**src/rtl/confreg_mmio_if.sv**
```systemverilog
// -----------------------------------------------------------------------------
// confreg_mmio_if
// CPU data-port bundle for the confreg_mmio register block.
//   req    : access request, one cycle per access
//   wen    : 1 = write, 0 = read (qualified by req)
//   addr   : byte address, ADDR_W bits
//   wstrb  : per-byte write enables
//   wdata  : write data
//   rvalid : read data valid, one cycle after a read request
//   rdata  : read data, held while rvalid is low
// Modports: master (CPU side), slave (register block side).
// -----------------------------------------------------------------------------
interface confreg_mmio_if #(
   parameter int unsigned ADDR_W = 16
) ();
   logic              req;
   logic              wen;
   logic [ADDR_W-1:0] addr;
   logic [3:0]        wstrb;
   logic [31:0]       wdata;
   logic              rvalid;
   logic [31:0]       rdata;

   modport master (
      output req, wen, addr, wstrb, wdata,
      input  rvalid, rdata
   );

   modport slave (
      input  req, wen, addr, wstrb, wdata,
      output rvalid, rdata
   );
endinterface

```
**src/rtl/confreg_mmio.sv**
```systemverilog
// -----------------------------------------------------------------------------
// confreg_mmio
// Memory-mapped configuration/IO registers for the thinpad CPU data port.
// Register map (byte offset, word decoded):
//   0x00 LED     RW  bits [LED_W-1:0]
//   0x04 SW      RO  2-flop synchronised dip_sw, zero-extended
//   0x08 MODE    RW  bit0 = blink enable
//   0x0C TIMER   RW  free-running 32-bit counter (only with CONFREG_TIMER_EN)
//   0x10 SCRATCH RW  32 bits
// Reads return registered data one cycle after the request.
// Ports:
//   clk    : system clock, rising edge
//   resetn : synchronous active-low reset
//   bus    : confreg_mmio_if slave (req/wen/addr/wstrb/wdata/rvalid/rdata)
//   dip_sw : asynchronous switch inputs
//   leds   : registered LED drive, 1 = lit
// Build option: define CONFREG_TIMER_EN to implement the TIMER register;
// otherwise offset 0x0C reads 0 and ignores writes.
// -----------------------------------------------------------------------------
module confreg_mmio #(
   parameter int unsigned LED_W       = 16,
   parameter int unsigned SW_W        = 32,
   parameter int unsigned ADDR_W      = 16,
   parameter int unsigned BLINK_SHIFT = 24
) (
   input  logic             clk,
   input  logic             resetn,
   confreg_mmio_if.slave    bus,
   input  logic [SW_W-1:0]  dip_sw,
   output logic [LED_W-1:0] leds
);

   // Replace only the bytes selected by be.
   function automatic logic [31:0] merge(input logic [31:0] old_val,
                                         input logic [31:0] new_val,
                                         input logic [3:0]  be);
      logic [31:0] res;
      res = old_val;
      for (int i = 0; i < 4; i++) begin
         if (be[i]) res[8*i +: 8] = new_val[8*i +: 8];
      end
      return res;
   endfunction

   // ---------------- address decode ----------------
   logic       hit;
   logic [2:0] off;
   logic       wr;
   logic       rd;
   logic       wr_led;
   logic       wr_mode;
   logic       wr_scr;
   logic       unused_addr_lsb;

   if (ADDR_W > 5) begin : g_hi_decode
      assign hit = (bus.addr[ADDR_W-1:5] == '0);
   end else begin : g_no_hi_decode
      assign hit = 1'b1;
   end

   assign off             = bus.addr[4:2];
   assign unused_addr_lsb = ^bus.addr[1:0];
   assign wr              = bus.req & bus.wen & hit;
   assign rd              = bus.req & ~bus.wen;
   assign wr_led          = wr && (off == 3'd0);
   // Only a write that actually touches bit0 (byte 0) restarts the blink.
   assign wr_mode         = wr && (off == 3'd2) && bus.wstrb[0];
   assign wr_scr          = wr && (off == 3'd4);

   // ---------------- registers ----------------
   logic [LED_W-1:0]       led_q;
   logic                   mode_q;
   logic [31:0]            scr_q;
   logic [SW_W-1:0]        sw_meta_q;
   logic [SW_W-1:0]        sw_sync_q;
   logic [BLINK_SHIFT-1:0] cnt_q;
   logic                   phase_q;
   logic [LED_W-1:0]       leds_q;
   logic                   rvalid_q;
   logic [31:0]            rdata_q;
   logic [31:0]            led_merged;

   assign led_merged = merge(32'(led_q), bus.wdata, bus.wstrb);

   always_ff @(posedge clk) begin
      if (!resetn) begin
         led_q  <= '0;
         mode_q <= 1'b0;
         scr_q  <= '0;
      end else begin
         if (wr_led)  led_q  <= led_merged[LED_W-1:0];
         if (wr_mode) mode_q <= bus.wdata[0];
         if (wr_scr)  scr_q  <= merge(scr_q, bus.wdata, bus.wstrb);
      end
   end

   always_ff @(posedge clk) begin
      if (!resetn) begin
         sw_meta_q <= '0;
         sw_sync_q <= '0;
      end else begin
         sw_meta_q <= dip_sw;
         sw_sync_q <= sw_meta_q;
      end
   end

   // Blink counter: phase flips on wrap; a MODE write restarts lit.
   always_ff @(posedge clk) begin
      if (!resetn) begin
         cnt_q   <= '0;
         phase_q <= 1'b1;
      end else if (wr_mode) begin
         cnt_q   <= '0;
         phase_q <= 1'b1;
      end else begin
         cnt_q <= cnt_q + BLINK_SHIFT'(1);
         if (&cnt_q) phase_q <= ~phase_q;
      end
   end

   always_ff @(posedge clk) begin
      if (!resetn) begin
         leds_q <= '0;
      end else begin
         leds_q <= mode_q ? (led_q & {LED_W{phase_q}}) : led_q;
      end
   end

`ifdef CONFREG_TIMER_EN
   logic [31:0] timer_q;
   logic        wr_tmr;

   assign wr_tmr = wr && (off == 3'd3);

   // A write wins over the increment in the same cycle.
   always_ff @(posedge clk) begin
      if (!resetn) begin
         timer_q <= '0;
      end else if (wr_tmr) begin
         timer_q <= merge(timer_q, bus.wdata, bus.wstrb);
      end else begin
         timer_q <= timer_q + 32'd1;
      end
   end
`endif

   // ---------------- read path ----------------
   logic [31:0] rd_val;

   always_comb begin
      rd_val = '0;
      if (hit) begin
         case (off)
            3'd0:    rd_val = 32'(led_q);
            3'd1:    rd_val = 32'(sw_sync_q);
            3'd2:    rd_val = {31'd0, mode_q};
`ifdef CONFREG_TIMER_EN
            3'd3:    rd_val = timer_q;
`endif
            3'd4:    rd_val = scr_q;
            default: rd_val = '0;
         endcase
      end
   end

   always_ff @(posedge clk) begin
      if (!resetn) begin
         rvalid_q <= 1'b0;
         rdata_q  <= '0;
      end else begin
         rvalid_q <= rd;
         if (rd) rdata_q <= rd_val;
      end
   end

   assign bus.rvalid = rvalid_q;
   assign bus.rdata  = rdata_q;
   assign leds       = leds_q;

endmodule
```
**src/flat_wrapper.sv**
```systemverilog
// flat-port wrapper written by rule: the top's interface ports become plain ports
module confreg_mmio_flat 
#(
   parameter int unsigned LED_W       = 16,
   parameter int unsigned SW_W        = 32,
   parameter int unsigned ADDR_W      = 16,
   parameter int unsigned BLINK_SHIFT = 24
)
  (clk, resetn, dip_sw, leds, bus_req, bus_wen, bus_addr, bus_wstrb, bus_wdata, bus_rvalid, bus_rdata);
  confreg_mmio_if #(.ADDR_W(ADDR_W)) bus_i ();
  input  logic clk;
  input  logic resetn;
  input  logic [SW_W-1:0] dip_sw;
  output logic [LED_W-1:0] leds;
  input wire logic [$bits(bus_i.req)-1:0] bus_req;
  input wire logic [$bits(bus_i.wen)-1:0] bus_wen;
  input wire logic [$bits(bus_i.addr)-1:0] bus_addr;
  input wire logic [$bits(bus_i.wstrb)-1:0] bus_wstrb;
  input wire logic [$bits(bus_i.wdata)-1:0] bus_wdata;
  output wire logic [$bits(bus_i.rvalid)-1:0] bus_rvalid;
  output wire logic [$bits(bus_i.rdata)-1:0] bus_rdata;
  assign bus_i.req = bus_req;
  assign bus_i.wen = bus_wen;
  assign bus_i.addr = bus_addr;
  assign bus_i.wstrb = bus_wstrb;
  assign bus_i.wdata = bus_wdata;
  assign bus_rvalid = bus_i.rvalid;
  assign bus_rdata = bus_i.rdata;
  confreg_mmio #(.LED_W(LED_W), .SW_W(SW_W), .ADDR_W(ADDR_W), .BLINK_SHIFT(BLINK_SHIFT)) u_core (.clk(clk), .resetn(resetn), .bus(bus_i), .dip_sw(dip_sw), .leds(leds));
endmodule
```
**config.mk**
```make
export PLATFORM = sky130hd
export DESIGN_NAME = confreg_mmio_flat
export DESIGN_NICKNAME = d
export VERILOG_FILES = /design/src/rtl/confreg_mmio_if.sv /design/src/rtl/confreg_mmio.sv /design/src/flat_wrapper.sv
export SDC_FILE = /design/constraint.sdc
export NUM_CORES = 1
export LEC_CHECK = 0
export ABC_AREA = 1
export BUFFER_PORTS_ARGS = -buffer_cell sky130_fd_sc_hd__buf_2
export CORE_AREA = 2 2 119 121
export CTS_CLUSTER_SIZE = 12
export DETAILED_ROUTE_END_ITERATION = 7
export DIE_AREA = 0 0 121 123
export GPL_TIMING_DRIVEN = 0
export PLACE_DENSITY = 0.88
export RECOVER_POWER = 25
export SLEW_MARGIN = 5
export SYNTH_ARGS = -nofsm -noshare
export SYNTH_HDL_FRONTEND = slang
export SYNTH_SLANG_ARGS = --single-unit
```
**constraint.sdc**
```tcl
create_clock -name clk -period 1.8 [get_ports clk]
set_input_delay 0.18 -clock clk [delete_from_list [all_inputs] [get_ports clk]]
set_output_delay 0.18 -clock clk [all_outputs]
set_load 0.005 [all_outputs]
```
After elaboration in Yosys (flattened, before gate mapping) --
Cells that the tools add are included.
Word-level totals: flip-flop bits (word level) 187, word-level logic and storage cells 42, output and inout port bits 49
Cells by class: mux-type cells 3, add/sub/neg operators 1, equal/unequal tests 3, reduce and logical (&&, ||, !) cells 14, bitwise operators 7
Operators by type and width (number):
- case mux 32 bit (4 select lines) | 1
- two-way mux 32 bit | 1
- adder 24 x 1 -> 24 bit, second input constant | 1
- AND reduction 24 bit | 1
- AND 16 bit | 1
- two-way mux 16 bit | 1
- AND reduction 2 bit | 6
- logical NOT 11 bit | 1
- logical AND 1 bit | 4
- AND 1 bit | 3
- == test 3 x 1 -> 1 bit, second input constant | 1
- == test 3 x 2 -> 1 bit, second input constant | 1
- == test 3 bit, second input constant | 1
- logical NOT 3 bit | 1
- NOT 1 bit | 3
- OR reduction 2 bit | 1

Depth between registers and ports, before layout --
word-level depth 5, gate-level depth with buffers 10, mapped depth without buffers 9

Least setup slack after synthesis --
No wires, ideal clock.
path kind flip-flop to flip-flop, start register u_core.cnt_q[0], end register u_core.cnt_q[14], stages on the path, launching flop included 10, arrival 1288 ps, slack 397 ps, setup time 116 ps, data required time 1684 ps, clock period less this slack 1403 ps, path buffers 0, cell sequence dfxtp_1 > ha_1 > nand2_1 > nor2_1 > nand2_1 > nor2_2 > nand2_1 > xnor2_1 > inv_1 > nor2_1
Between the ends: cells in the longest elaborated chain, start to end 1
RTL lines:
- start, declared | RTL line confreg_mmio.sv:76 | logic [BLINK_SHIFT-1:0] cnt_q;
- start signal, assigned | RTL line confreg_mmio.sv:116 | cnt_q <= cnt_q + BLINK_SHIFT'(1);
- adder 24 x 1 -> 24 bit | RTL line confreg_mmio.sv:116
Every way passes these cells. A chain may end at the register's enable or synchronous reset.

Worst setup path in the final report --
start input bus_addr[14], end register u_core.scr_q[22]
Between the ends: cells in the longest elaborated chain, start to end 4
RTL lines:
- start, declared | RTL line flat_wrapper.sv:17 | input wire logic [$bits(bus_i.addr)-1:0] bus_addr;
- logical NOT 11 bit | RTL line confreg_mmio.sv:56 | assign hit = (bus.addr[ADDR_W-1:5] == '0);
- AND 1 bit | RTL line confreg_mmio.sv:63 | assign wr = bus.req & bus.wen & hit;
- logical AND 1 bit | RTL line confreg_mmio.sv:68 | assign wr_scr = wr && (off == 3'd4);
- AND reduction 2 bit (no source line)
- end signal, assigned | RTL line confreg_mmio.sv:93 | if (wr_scr) scr_q <= merge(scr_q, bus.wdata, bus.wstrb);
- end, declared | RTL line confreg_mmio.sv:73 | logic [31:0] scr_q;
Every way passes these cells.

==> results by group <==
CTS
  – Root Buffer: clkbuf_16
  – Skew-Pair Late Insertion Delay: 0.43 ns
  – TritonCTS buffer count: 17
  – H-tree levels: 4
  – Clk buf depth: 2
  – CTS tree: built
  – Setup Fix Bufs, Post-CTS: 0
  – CTS clk-pin slew, worst paths: about 0.07 ns
  – Clock Sink Count: 187

Global routing
  – Grt total ovfl: 0
  – Largest net degree at the start of global routing: 17
  – Vias in the first global route: 6319
  – Initial antenna violation count: 1
  – First-pass GRT wire length: 29200 um
  – GRT Overall Usage: about a quarter

Logic synthesis
  – Ranking of synthesized cells by area: dfxtp_1 51%, nand2_1 15%, nor2_1 8.0%, inv_1 7.0%, nand3_1 6.9%
  – Largest area contributor in the synthesized netlist: dfxtp_1
  – Post-Syn Nets: 1114
  – Register area share after synthesis: 51.0%
  – Top-area cell type share of the netlist area: 51.0%
  – Synth warnings: 0
  – Library cells used by synthesis: 28
  – Avg Cell Area, Syn: 7.16 um2
  – Synthesized flop and latch total: 187
  – Post-Syn Area: 0.00734 mm2
  – Post-Synthesis Cells: around 1k

STA
  – Minimum clock period: roughly 1.7 ns
  – Max-slew violations: 0
  – Post-Route Setup TNS: 0 ns
  – RSZ-0062 raised after global routing: no
  – Final setup margin: 0.142 ns
  – Final Cycle Share: 92.1%
  – Final hold violation count: 0
  – Worst-Margin Slew: 0.644 ns
  – Max_slew headroom: a little under three fifths
  – Hold WS: 0.0176 ns
  – Final setup fails: 0
  – Clock Skew: roughly 0.0094 ns
  – Fmax: 603 MHz

Detailed routing
  – Residual DRC: 0
  – Routed via count: approximately 7k
  – Number of vias per cell: 4.98
  – 1st-iter DRT viols: 704
  – Wire per inst: about 13 um
  – Pre-Repair DR Iteration Count: 7
  – ANT nets after route: 0
  – Routed WL: 18700 um

Worst setup path
  – Worst R2R Start: u_core.mode_q
  – Reg-to-reg endpoint: u_core.leds[0]
  – Worst Path Class, Setup: primary input to flop
  – Critical Path AT: approximately 2 ns
  – Path depth of the worst reg2reg path: 4
  – CP startpoint kind: primary input
  – Worst Setup End Kind: flop
  – Worst path required time: 2.12 ns
  – R2R setup slack: between 0.2 and 0.25 ns
  – CP max FO: 10

Finish
  – Fillers: 1071
  – Finished Layout Cells: 1400
  – Sequential cell area: ~0.0037 mm2
  – Share of layout cells above drive strength 1: roughly 14%
  – Area Growth Syn to Fin: 24.1%
  – Ant. Diodes: 0
  – Leading cell type in the layout, fill and taps excluded: nand2_1
  – Area occupied by multi-input gates: about 0.0029 mm2
  – Fin nets: 1297
  – Most frequent cells in the layout: 302 x nand2_1, 187 x dfxtp_1, 159 x nor2_1, 136 x inv_1, 126 x buf_2
  – Core occupancy in the finished layout: about two thirds
  – Final instance area: around 0.009 mm2

Power
  – Worst IR Drop VDD: 596 uV
  – P_leak: 4.48 nW
  – Total power: 8.38 mW
  – Pwr Density: around 920 mW/mm2

Flow run
  – Max-Cap Viols: 0

Place
  – Hpwl dp: approximately 13000 um
  – DP Worst Slack: 0.120 ns
  – Placed inst area: a little over 0.008 mm2
  – Port-buffer cells: 129
  – Dpl cells: 1334
  – GP Congestion: 0.914

Floorplanning
  – Core footprint: 0.0136 mm2
  – Effective utilization at floorplan: 53.9%
  – I/O pin count: 137
  – Full die area: about 0.015 mm2
  – Die Height: between 100 and 150 um
  – Die width: 121 um
  – Std-Cell Rows: 43

Worst hold path
  – Hold Path Sink: u_core.led_q[12]
  – HP Class: primary input to flop
  – HP Start: bus_wdata[12]
  – Hold Path Stages: 3

Status
  – Status: completed
-- routing by layer --
| layer | vias up | wire (um) | global-route usage (%) |
|---|---|---|---|
| met2 | 314 | 9070 | 43.3 |
| met3 | 51 | 1540 | 6.00 |
| li1 | 3454 | - | - |
| met1 | 3155 | 7580 | 30.0 |
| met4 | 2 | 517 | 11.0 |
| met5 | - | 11 | 0 |
-- cells by family (layout without fill, tap and decap cells) --
logic type	count (synthesis)	in the layout	synth area share (%)
fa+ha+maj	1	1	0.170
xor+xnor	17	17	2.03
compound gates	35	35	2.39
flops	187	187	51.0
buf+inv	187	382	10.0
simple gates	598	598	34.4
-- power breakdown --
part	internal, mW	switching, mW
Clock	2.18	1.48
Combinational	0.189	0.291
Sequential	4.21	0.0238
Total	6.58	1.79
-- layout make-up --
| class | count | area share (%) |
|---|---|---|
| multi-input combinational | 651 | 31.3 |
| tap | 180 | 2.47 |
| buffer | 47 | 2.27 |
| sequential | 187 | 41.1 |
| clock buffer | 25 | 5.44 |
| inverter | 140 | 5.77 |
| clock inverter | 6 | 0.947 |
| timing repair buffer | 164 | 10.7 |
-- critical path: stages --
cell and delay [ns]:
buf_2 0.09, nor2_1 0.11, nand2_1 0.07, nor2_1 0.34
nand3_1 0.26, nor2_1 0.31, buf_2 0.32, nand3_1 0.13
nand2_1 0.09, nor2_1 0.07
-- sequential cells by signal, summed over array words and instances (netlist names), 16 cells and up --
name,flops
u_core.cnt_q,24
u_core.sw_sync_q,32
u_core.sw_meta_q,32
u_core.leds,16
u_core.bus.rdata,32
u_core.scr_q,32
u_core.led_q,16
-- cells in the mapped netlist, drive strengths merged --
cell,n
clkbuf,26
dfxtp,187
nor3b,1
and2,2
inv,140
xor2,11
and3,1
nor2,167
nand4,7
ha,1
buf,21
nand2,304
a21oi,33
xnor2,6
o21ai,2
nor3,13
nand3,103
-- worst max path at each step --
stage	start	to	slack, ns	depth (start not counted)
2_1_floorplan	u_core.cnt_q[0]	u_core.cnt_q[14]	0.40	9
4_1_cts	u_core.cnt_q[0]	u_core.cnt_q[14]	0.14	9
5_1_grt	bus_addr[14]	u_core.scr_q[24]	0.02	10
6_report	bus_addr[14]	u_core.scr_q[22]	0.14	10
3_5_place_dp	bus_addr[14]	u_core.led_q[3]	0.12	9
3_3_place_gp	bus_wen	u_core.bus.rdata[27]	0.08	6
-- what timing repair did --
item / 4_1_cts / 5_1_grt
hold buffers: 35 / 0
gates resized for setup: 0 / 1
setup endpoints to repair: 0 / 5
endpoints found under the hold margin: 35 / 0
Note: power is estimated with default switching activity, not from simulation.
